===== config.mk =====
export PLATFORM = sky130hd
export DESIGN_NAME = uart_rx_fifo_flat
export DESIGN_NICKNAME = d
export VERILOG_FILES = /design/src/rtl/uart_rx_fifo_if.sv /design/src/rtl/uart_rx_fifo.sv /design/src/flat_wrapper.sv
export SDC_FILE = /design/constraint.sdc
export NUM_CORES = 1
export LEC_CHECK = 0
export BUFFER_PORTS_ARGS = -buffer_cell sky130_fd_sc_hd__buf_4
export CORE_UTILIZATION = 55
export CTS_CLUSTER_DIAMETER = 40
export DETAILED_ROUTE_END_ITERATION = 10
export PLACE_DENSITY_LB_ADDON = 0.3
export SLEW_MARGIN = 20
export SYNTH_ARGS = -nofsm -noshare
export SYNTH_HDL_FRONTEND = slang
export SYNTH_SLANG_ARGS = --single-unit

===== constraint.sdc =====
create_clock -name clock_i -period 3.1 [get_ports clock_i]
set_input_delay 0 -clock clock_i [delete_from_list [all_inputs] [get_ports clock_i]]
set_output_delay 0 -clock clock_i [all_outputs]
set_load 0.1 [all_outputs]

===== src/rtl/uart_rx_fifo_if.sv =====
// Bus-side interface of uart_rx_fifo: FIFO pop/clear controls from the
// register block and the head-entry/status outputs of the receiver.
// master = bus/register side, slave = receiver.
interface uart_rx_fifo_if #(
    parameter int DATA_BITS  = 8,
    parameter int FIFO_DEPTH = 4
);
    localparam int CW = $clog2(FIFO_DEPTH + 1);

    logic                 pop_i;
    logic                 clear_overrun_i;
    logic [DATA_BITS-1:0] data_o;
    logic                 ready_o;
    logic                 parity_error_o;
    logic                 framing_error_o;
    logic [CW-1:0]        count_o;
    logic                 overrun_o;

    modport master (
        output pop_i, clear_overrun_i,
        input  data_o, ready_o, parity_error_o, framing_error_o, count_o, overrun_o
    );

    modport slave (
        input  pop_i, clear_overrun_i,
        output data_o, ready_o, parity_error_o, framing_error_o, count_o, overrun_o
    );
endinterface


===== src/rtl/uart_rx_fifo.sv =====
// Parametrised UART receiver with first-word-fall-through receive FIFO.
// Each FIFO entry holds {framing_err, parity_err, data}.
// Optional macro UART_RX_INPUT_SYNC_EN: adds a two-flop synchroniser on
// serial_i (reset to idle-high), delaying every sample point by 2 cycles.
module uart_rx_fifo #(
    parameter int DATA_BITS     = 8,
    parameter int FIFO_DEPTH    = 4,
    parameter int DIVIDER_WIDTH = 16
) (
    input  logic                     clock_i,
    input  logic                     reset_i,
    input  logic                     serial_i,
    input  logic [DIVIDER_WIDTH-1:0] clock_divider_i,
    input  logic                     parity_bit_i,
    input  logic                     parity_even_i,
    input  logic                     two_stop_bits_i,
    uart_rx_fifo_if.slave            bus
);
    localparam int AW = (FIFO_DEPTH > 1) ? $clog2(FIFO_DEPTH) : 1;
    localparam int CW = $clog2(FIFO_DEPTH + 1);
    localparam int EW = DATA_BITS + 2;

    typedef enum logic [2:0] {
        S_IDLE   = 3'd0,
        S_START  = 3'd1,
        S_DATA   = 3'd2,
        S_PARITY = 3'd3,
        S_STOP   = 3'd4
    } state_t;

    // Parity error for a received word: data XOR parity bit must be 0 for
    // even parity and 1 for odd parity.
    function automatic logic parity_err_f(input logic [DATA_BITS-1:0] data,
                                          input logic pbit,
                                          input logic even);
        return (((^data) ^ pbit) != ~even);
    endfunction

    logic serial_s;

`ifdef UART_RX_INPUT_SYNC_EN
    logic [1:0] sync_q;

    // Two-flop synchroniser for the asynchronous pad input, idle-high at reset.
    always_ff @(posedge clock_i or negedge reset_i) begin
        if (!reset_i) begin
            sync_q <= 2'b11;
        end else begin
            sync_q <= {sync_q[0], serial_i};
        end
    end

    assign serial_s = sync_q[1];
`else
    assign serial_s = serial_i;
`endif

    // Frame-level state, all latched at start detection
    state_t                   state_q;
    logic [DIVIDER_WIDTH-1:0] timer_q;
    logic [DIVIDER_WIDTH-1:0] div_q;
    logic                     par_en_q;
    logic                     par_even_q;
    logic                     two_stop_q;
    logic [3:0]               bit_cnt_q;
    logic                     stop_cnt_q;
    logic                     ferr_q;
    logic                     par_val_q;
    logic [DATA_BITS-1:0]     shift_q;

    // Timing and push decode
    logic [DIVIDER_WIDTH-1:0] half_s;
    logic [DIVIDER_WIDTH-1:0] div_eff_s;
    logic                     tick_s;
    logic                     mid_s;
    logic                     last_stop_s;
    logic                     push_s;
    logic [EW-1:0]            entry_s;

    assign div_eff_s   = (clock_divider_i < DIVIDER_WIDTH'(2)) ? DIVIDER_WIDTH'(2) : clock_divider_i;
    assign half_s      = div_q >> 1;
    assign tick_s      = (timer_q == div_q - DIVIDER_WIDTH'(1));
    assign mid_s       = (timer_q == half_s - DIVIDER_WIDTH'(1));
    assign last_stop_s = !two_stop_q || stop_cnt_q;
    assign push_s      = (state_q == S_STOP) && tick_s && last_stop_s;
    assign entry_s     = {ferr_q | ~serial_s,
                          par_en_q & parity_err_f(shift_q, par_val_q, par_even_q),
                          shift_q};

    // Receive FSM: start detection, mid-bit sampling and frame assembly.
    always_ff @(posedge clock_i or negedge reset_i) begin
        if (!reset_i) begin
            state_q    <= S_IDLE;
            timer_q    <= DIVIDER_WIDTH'(0);
            div_q      <= DIVIDER_WIDTH'(2);
            par_en_q   <= 1'b0;
            par_even_q <= 1'b0;
            two_stop_q <= 1'b0;
            bit_cnt_q  <= 4'd0;
            stop_cnt_q <= 1'b0;
            ferr_q     <= 1'b0;
            par_val_q  <= 1'b0;
            shift_q    <= '0;
        end else begin
            case (state_q)
                S_IDLE: begin
                    if (!serial_s) begin
                        div_q      <= div_eff_s;
                        par_en_q   <= parity_bit_i;
                        par_even_q <= parity_even_i;
                        two_stop_q <= two_stop_bits_i;
                        timer_q    <= DIVIDER_WIDTH'(0);
                        state_q    <= S_START;
                    end else begin
                        state_q <= S_IDLE;
                    end
                end
                S_START: begin
                    if (mid_s) begin
                        timer_q   <= DIVIDER_WIDTH'(0);
                        bit_cnt_q <= 4'd0;
                        state_q   <= serial_s ? S_IDLE : S_DATA;
                    end else begin
                        timer_q <= timer_q + DIVIDER_WIDTH'(1);
                    end
                end
                S_DATA: begin
                    if (tick_s) begin
                        timer_q <= DIVIDER_WIDTH'(0);
                        shift_q <= {serial_s, shift_q[DATA_BITS-1:1]};
                        if (bit_cnt_q == 4'(DATA_BITS - 1)) begin
                            stop_cnt_q <= 1'b0;
                            ferr_q     <= 1'b0;
                            state_q    <= par_en_q ? S_PARITY : S_STOP;
                        end else begin
                            bit_cnt_q <= bit_cnt_q + 4'd1;
                        end
                    end else begin
                        timer_q <= timer_q + DIVIDER_WIDTH'(1);
                    end
                end
                S_PARITY: begin
                    if (tick_s) begin
                        timer_q   <= DIVIDER_WIDTH'(0);
                        par_val_q <= serial_s;
                        state_q   <= S_STOP;
                    end else begin
                        timer_q <= timer_q + DIVIDER_WIDTH'(1);
                    end
                end
                S_STOP: begin
                    if (tick_s) begin
                        timer_q <= DIVIDER_WIDTH'(0);
                        if (last_stop_s) begin
                            // Entry is pushed this cycle (push_s); rearm at once.
                            state_q <= S_IDLE;
                        end else begin
                            stop_cnt_q <= 1'b1;
                            ferr_q     <= ~serial_s;
                        end
                    end else begin
                        timer_q <= timer_q + DIVIDER_WIDTH'(1);
                    end
                end
                default: begin
                    state_q <= S_IDLE;
                end
            endcase
        end
    end

    // FIFO state
    logic [EW-1:0] mem_q [FIFO_DEPTH];
    logic [AW-1:0] wr_ptr_q, wr_ptr_d;
    logic [AW-1:0] rd_ptr_q, rd_ptr_d;
    logic [CW-1:0] count_q, count_d;
    logic          ready_q, ready_d;
    logic          ovr_q, ovr_d;
    logic          do_pop_s;
    logic          do_push_s;
    logic          full_s;
    logic          ovr_set_s;

    // FIFO next-state: push/pop arbitration, occupancy and sticky overrun.
    always_comb begin
        full_s    = (count_q == CW'(FIFO_DEPTH));
        do_pop_s  = bus.pop_i && (count_q != CW'(0));
        do_push_s = push_s && (!full_s || do_pop_s);
        ovr_set_s = push_s && full_s && !do_pop_s;

        wr_ptr_d = do_push_s ? wr_ptr_q + AW'(1) : wr_ptr_q;
        rd_ptr_d = do_pop_s  ? rd_ptr_q + AW'(1) : rd_ptr_q;

        if (do_push_s && !do_pop_s) begin
            count_d = count_q + CW'(1);
        end else if (do_pop_s && !do_push_s) begin
            count_d = count_q - CW'(1);
        end else begin
            count_d = count_q;
        end
        ready_d = (count_d != CW'(0));

        if (ovr_set_s) begin
            ovr_d = 1'b1;
        end else if (bus.clear_overrun_i) begin
            ovr_d = 1'b0;
        end else begin
            ovr_d = ovr_q;
        end
    end

    // FIFO registers; storage is cleared on reset so outputs read 0.
    always_ff @(posedge clock_i or negedge reset_i) begin
        if (!reset_i) begin
            for (int i = 0; i < FIFO_DEPTH; i++) begin
                mem_q[i] <= '0;
            end
            wr_ptr_q <= AW'(0);
            rd_ptr_q <= AW'(0);
            count_q  <= CW'(0);
            ready_q  <= 1'b0;
            ovr_q    <= 1'b0;
        end else begin
            if (do_push_s) begin
                mem_q[wr_ptr_q] <= entry_s;
            end
            wr_ptr_q <= wr_ptr_d;
            rd_ptr_q <= rd_ptr_d;
            count_q  <= count_d;
            ready_q  <= ready_d;
            ovr_q    <= ovr_d;
        end
    end

    logic [EW-1:0] head_s;
    assign head_s              = mem_q[rd_ptr_q];
    assign bus.data_o          = head_s[DATA_BITS-1:0];
    assign bus.parity_error_o  = head_s[DATA_BITS];
    assign bus.framing_error_o = head_s[DATA_BITS+1];
    assign bus.ready_o         = ready_q;
    assign bus.count_o         = count_q;
    assign bus.overrun_o       = ovr_q;
endmodule

===== src/flat_wrapper.sv =====
// flat-port wrapper written by rule: the top's interface ports become plain ports
module uart_rx_fifo_flat 
#(
    parameter int DATA_BITS     = 8,
    parameter int FIFO_DEPTH    = 4,
    parameter int DIVIDER_WIDTH = 16
)
  (clock_i, reset_i, serial_i, clock_divider_i, parity_bit_i, parity_even_i, two_stop_bits_i, bus_pop_i, bus_clear_overrun_i, bus_data_o, bus_ready_o, bus_parity_error_o, bus_framing_error_o, bus_count_o, bus_overrun_o);
  uart_rx_fifo_if #(.DATA_BITS(DATA_BITS), .FIFO_DEPTH(FIFO_DEPTH)) bus_i ();
  input  logic clock_i;
  input  logic reset_i;
  input  logic serial_i;
  input  logic [DIVIDER_WIDTH-1:0] clock_divider_i;
  input  logic parity_bit_i;
  input  logic parity_even_i;
  input  logic two_stop_bits_i;
  input wire logic [$bits(bus_i.pop_i)-1:0] bus_pop_i;
  input wire logic [$bits(bus_i.clear_overrun_i)-1:0] bus_clear_overrun_i;
  output wire logic [$bits(bus_i.data_o)-1:0] bus_data_o;
  output wire logic [$bits(bus_i.ready_o)-1:0] bus_ready_o;
  output wire logic [$bits(bus_i.parity_error_o)-1:0] bus_parity_error_o;
  output wire logic [$bits(bus_i.framing_error_o)-1:0] bus_framing_error_o;
  output wire logic [$bits(bus_i.count_o)-1:0] bus_count_o;
  output wire logic [$bits(bus_i.overrun_o)-1:0] bus_overrun_o;
  assign bus_i.pop_i = bus_pop_i;
  assign bus_i.clear_overrun_i = bus_clear_overrun_i;
  assign bus_data_o = bus_i.data_o;
  assign bus_ready_o = bus_i.ready_o;
  assign bus_parity_error_o = bus_i.parity_error_o;
  assign bus_framing_error_o = bus_i.framing_error_o;
  assign bus_count_o = bus_i.count_o;
  assign bus_overrun_o = bus_i.overrun_o;
  uart_rx_fifo #(.DATA_BITS(DATA_BITS), .FIFO_DEPTH(FIFO_DEPTH), .DIVIDER_WIDTH(DIVIDER_WIDTH)) u_core (.clock_i(clock_i), .reset_i(reset_i), .serial_i(serial_i), .clock_divider_i(clock_divider_i), .parity_bit_i(parity_bit_i), .parity_even_i(parity_even_i), .two_stop_bits_i(two_stop_bits_i), .bus(bus_i));
endmodule

==> impl_results.md <==
* Simple-Gate Fraction of Synth Area at 0.162
* DR pass1 iterations at 5
* Overflow after GRT at 0
* Yosys warnings at 0
* Yosys top cell by area: dfrtp_1
* RSZ-0062 raised after global routing: true
* Crit end category: register
* R2R Path Start: u_core.div_q[7]
* Post-Syn Nets at 609
* Mux contribution to synthesized area at 0.175
* PwrDens at 750 nW/um^2
* # IOs at 39
* Worst slew pin tran at around 0.70 ns
* CP startpoint: u_core.div_q[7]
* Vias in the first global route at 4769
* Synth Cell Area at just over 6000 sq um
* Clk slew on worst S/H paths at about 0.1 ns
* Die Span Y at about 110 um
* Post-placement worst setup slack at -0.148 ns
* Worst-case clock buffer depth at 2
* Clock skew at between 0.01 and 0.015 ns
* Hold_ws at between 0.08 and 0.09 ns
* Area contributors post-synth: dfrtp_1, mux2_2, xnor2_1
* CTS buffer count at 9
* Setup TNS at 0 ns
* Final setup viols at 0
* Core area at approximately 11000 sq um
* Synth Area in XOR/XNOR at 0.0751
* Worst-path fanout max at 3
* Final WS setup at 0.000194 ns
* FP Rows at 37
* Switching share of power at 0.439
* Die area at between 10000 and 15000 sq um
* Filler instances at roughly 700
* Compound-Gate Fraction of Synth Area at 0.104
* CP Class: register to register
* Hold Violations, Final at 0
* Avg Cell Area, Syn at 10.6 sq um
* Vias per cell at about 6
* Post-synthesis cell type count at 61
* Commonest non-fill, non-tap cells in the layout: dfrtp_1, buf_4, mux2_2
* Layout cells sized above 1 at 0.373
* Asr flop ratio synth at 1.00
* Max Cap Viol at 0
* CTS H-tree lvls at 3
* P_sw at 2490 uW
* Main combinational cell family by area after synthesis: multiplexers
* Seq pwr share at 0.324
* Critical Path RT at 3.42 ns
* Combined area of the multi-input logic cells at around 3600 sq um
* Buffers on Ports at 38
* All-Layer GR Usage at 0.261
* Max_slew headroom at 0.526
* Effective utilization at floorplan at 0.577
* Via count at ~4800
* Initial antenna violation count at 0
* Top FF cell, synth: dfrtp_1
* Commonest non-fill, non-tap cell in the layout: dfrtp_1
* Int Pwr at roughly 3200 uW
* Root Driver: clkbuf_8
* Dpl hpwl at a little over 10000 um
* Combinational share of power at 0.518
* Status: completed
* CTS tree: done
* N_diodes at 0
* Synthesis-to-finish area growth at 24.6%
* Pleak at roughly 0.0034 uW
* CP arrival at around 3.4 ns
* Drt total wl at approximately 14000 um
* Post-layout min period at 3.10 ns
* Post-route ant nets at 0
* Number of synthesized register bits at around 100
* Register area share after synthesis at 0.421
* Startpoint Class: register
* Pin count of the biggest net entering global routing at 38
* VDD IR-drop max at between 0.5 and 0.6 mV
* Post-synthesis adder-cell area fraction at 0.0227
* Synth top area share at 0.417
* DR WL/cell at approximately 18 um
* Clk pwr share at 0.158
* Gate Count Post-Synth at 574
* Initial drt markers at 397
* Fin. max-slew vios at 0
* Post-route DRC at 0
* Fmax at approximately 0.32 GHz
* EDFF count, synth at 0
* Final Wtd Congestion at 0.917
* Worst skew pair latency at roughly 0.39 ns
* Worst min path class: input pin to asynchronous set/reset pin
* Final Cycle Share at 1.00
* Nets at approximately 700
* Register area at 2550 sq um
* Chip width at ~110 um
* First-pass GRT wire length at around 23000 um
* Clock Sink Count at between 100 and 150
-- through the flow --
step	instances	total power, uW	instance area, sq um	utilization
2_1_floorplan	574	3650	6140	-
4_1_cts	796	5410	7280	0.693
3_3_place_gp	758	4340	6790	0.646
6_report	803	5670	7550	0.719
3_5_place_dp	758	4410	6790	0.646
5_1_grt	803	5980	7550	0.719
-- cells in the mapped netlist (all sizes together) (4+ instances only) --
cell / number
buf: 8
or3: 5
xnor2: 33
xor2: 19
mux4: 10
nor3: 12
nor4: 18
a21oi: 10
mux2i: 6
a31oi: 5
o22ai: 5
nand4: 5
o31ai: 12
o21ai: 33
clkbuf: 29
and3: 9
mux2: 66
nand2: 40
ha: 11
nor2: 30
nand3: 14
or4: 9
nand2b: 4
o221ai: 7
dfrtp: 101
o211ai: 4
or2: 6
nor2b: 4
inv: 23
-- routing by layer --
metal / routed length (um) / vias up / share of wire / global-route usage
met5: 0 / - / 0 / 0
met4: 211 / 0 / 0.015 / 0.0714
met3: 562 / 19 / 0.039 / 0.0547
met2: 7320 / 128 / 0.51 / 0.451
met1: 6390 / 2426 / 0.44 / 0.332
li1: - / 2263 / - / -
-- cell type report --
cell class,instances,area share
multi-input combinational,412,0.474
clock buffer,9,0.0164
tap,136,0.0225
inverter,23,0.0114
timing repair buffer,114,0.126
sequential,102,0.338
clock inverter,7,0.0121
-- cells by family (layout without fill, tap and decap cells) --
| kind of cell | Yosys count | in the layout |
|---|---|---|
| AO/OA/AOI/OAI | 96 | 96 |
| XOR/XNOR | 52 | 52 |
| adder cells (fa/ha/maj) | 11 | 11 |
| buffers and inverters | 60 | 153 |
| flip-flops | 102 | 102 |
| multiplexers | 82 | 82 |
| AND/OR/NAND/NOR | 171 | 171 |
-- registers in the layout, indices dropped and copies added, names as in the netlist --
name,count
u_core.mem_q,40
u_core.div_q,16
u_core.timer_q,16
u_core.shift_q,8
u_core.bit_cnt_q,4
u_core.bus.count_o,3
u_core.state_q,3
u_core.rd_ptr_q,2
u_core.wr_ptr_q,2
u_core.bus.overrun_o,1
u_core.bus.ready_o,1
u_core.ferr_q,1
u_core.par_en_q,1
u_core.par_even_q,1
u_core.par_val_q,1
u_core.stop_cnt_q,1
u_core.two_stop_q,1
-- worst max-delay path, stage by stage, from the launching register on --
cell and delay (ns):
dfrtp_1 0.41, or4_4 0.53, or3_4 0.37, a211o_1 0.33
a211oi_2 0.20, nand4b_1 0.24, and2_4 0.25, buf_4 0.14
nor4_2 0.34, mux2i_1 0.21
-- repair_timing --
item	4_1_cts	5_1_grt
hold buffers	22	0
endpoints found under the setup margin	24	67
resized for setup	13	43
pin swaps	7	12
setup buffers	0	6
gates cloned	0	1
endpoints found under the hold margin	53	0
-- path summary, 6_finish.rpt --
path                            slack (ns)                 end  depth (start not counted)
worst max-delay path                0.0002   u_core.state_q[0]                          9
min in group clock_i                  0.09  u_core.rd_ptr_q[1]                          4
worst max register to register      0.0002   u_core.state_q[0]                          9
worst min register to register        0.51    u_core.mem_q[15]                          1
max in group asynchronous             2.19   u_core.stop_cnt_q                          3
worst min-delay path                  0.09    u_core.mem_q[33]                          2
-- power groups by stage --
stage | clock network (uW) | logic [uW] | registers (uW)
floorplan | 0 | 1760 | 1890
CTS | 921 | 2670 | 1820
detailed placement | 0 | 2570 | 1840
finish | 896 | 2930 | 1840
global placement | 0 | 2510 | 1830
global route | 967 | 3150 | 1870
No activity file was read; power rests on OpenSTA's default activity.
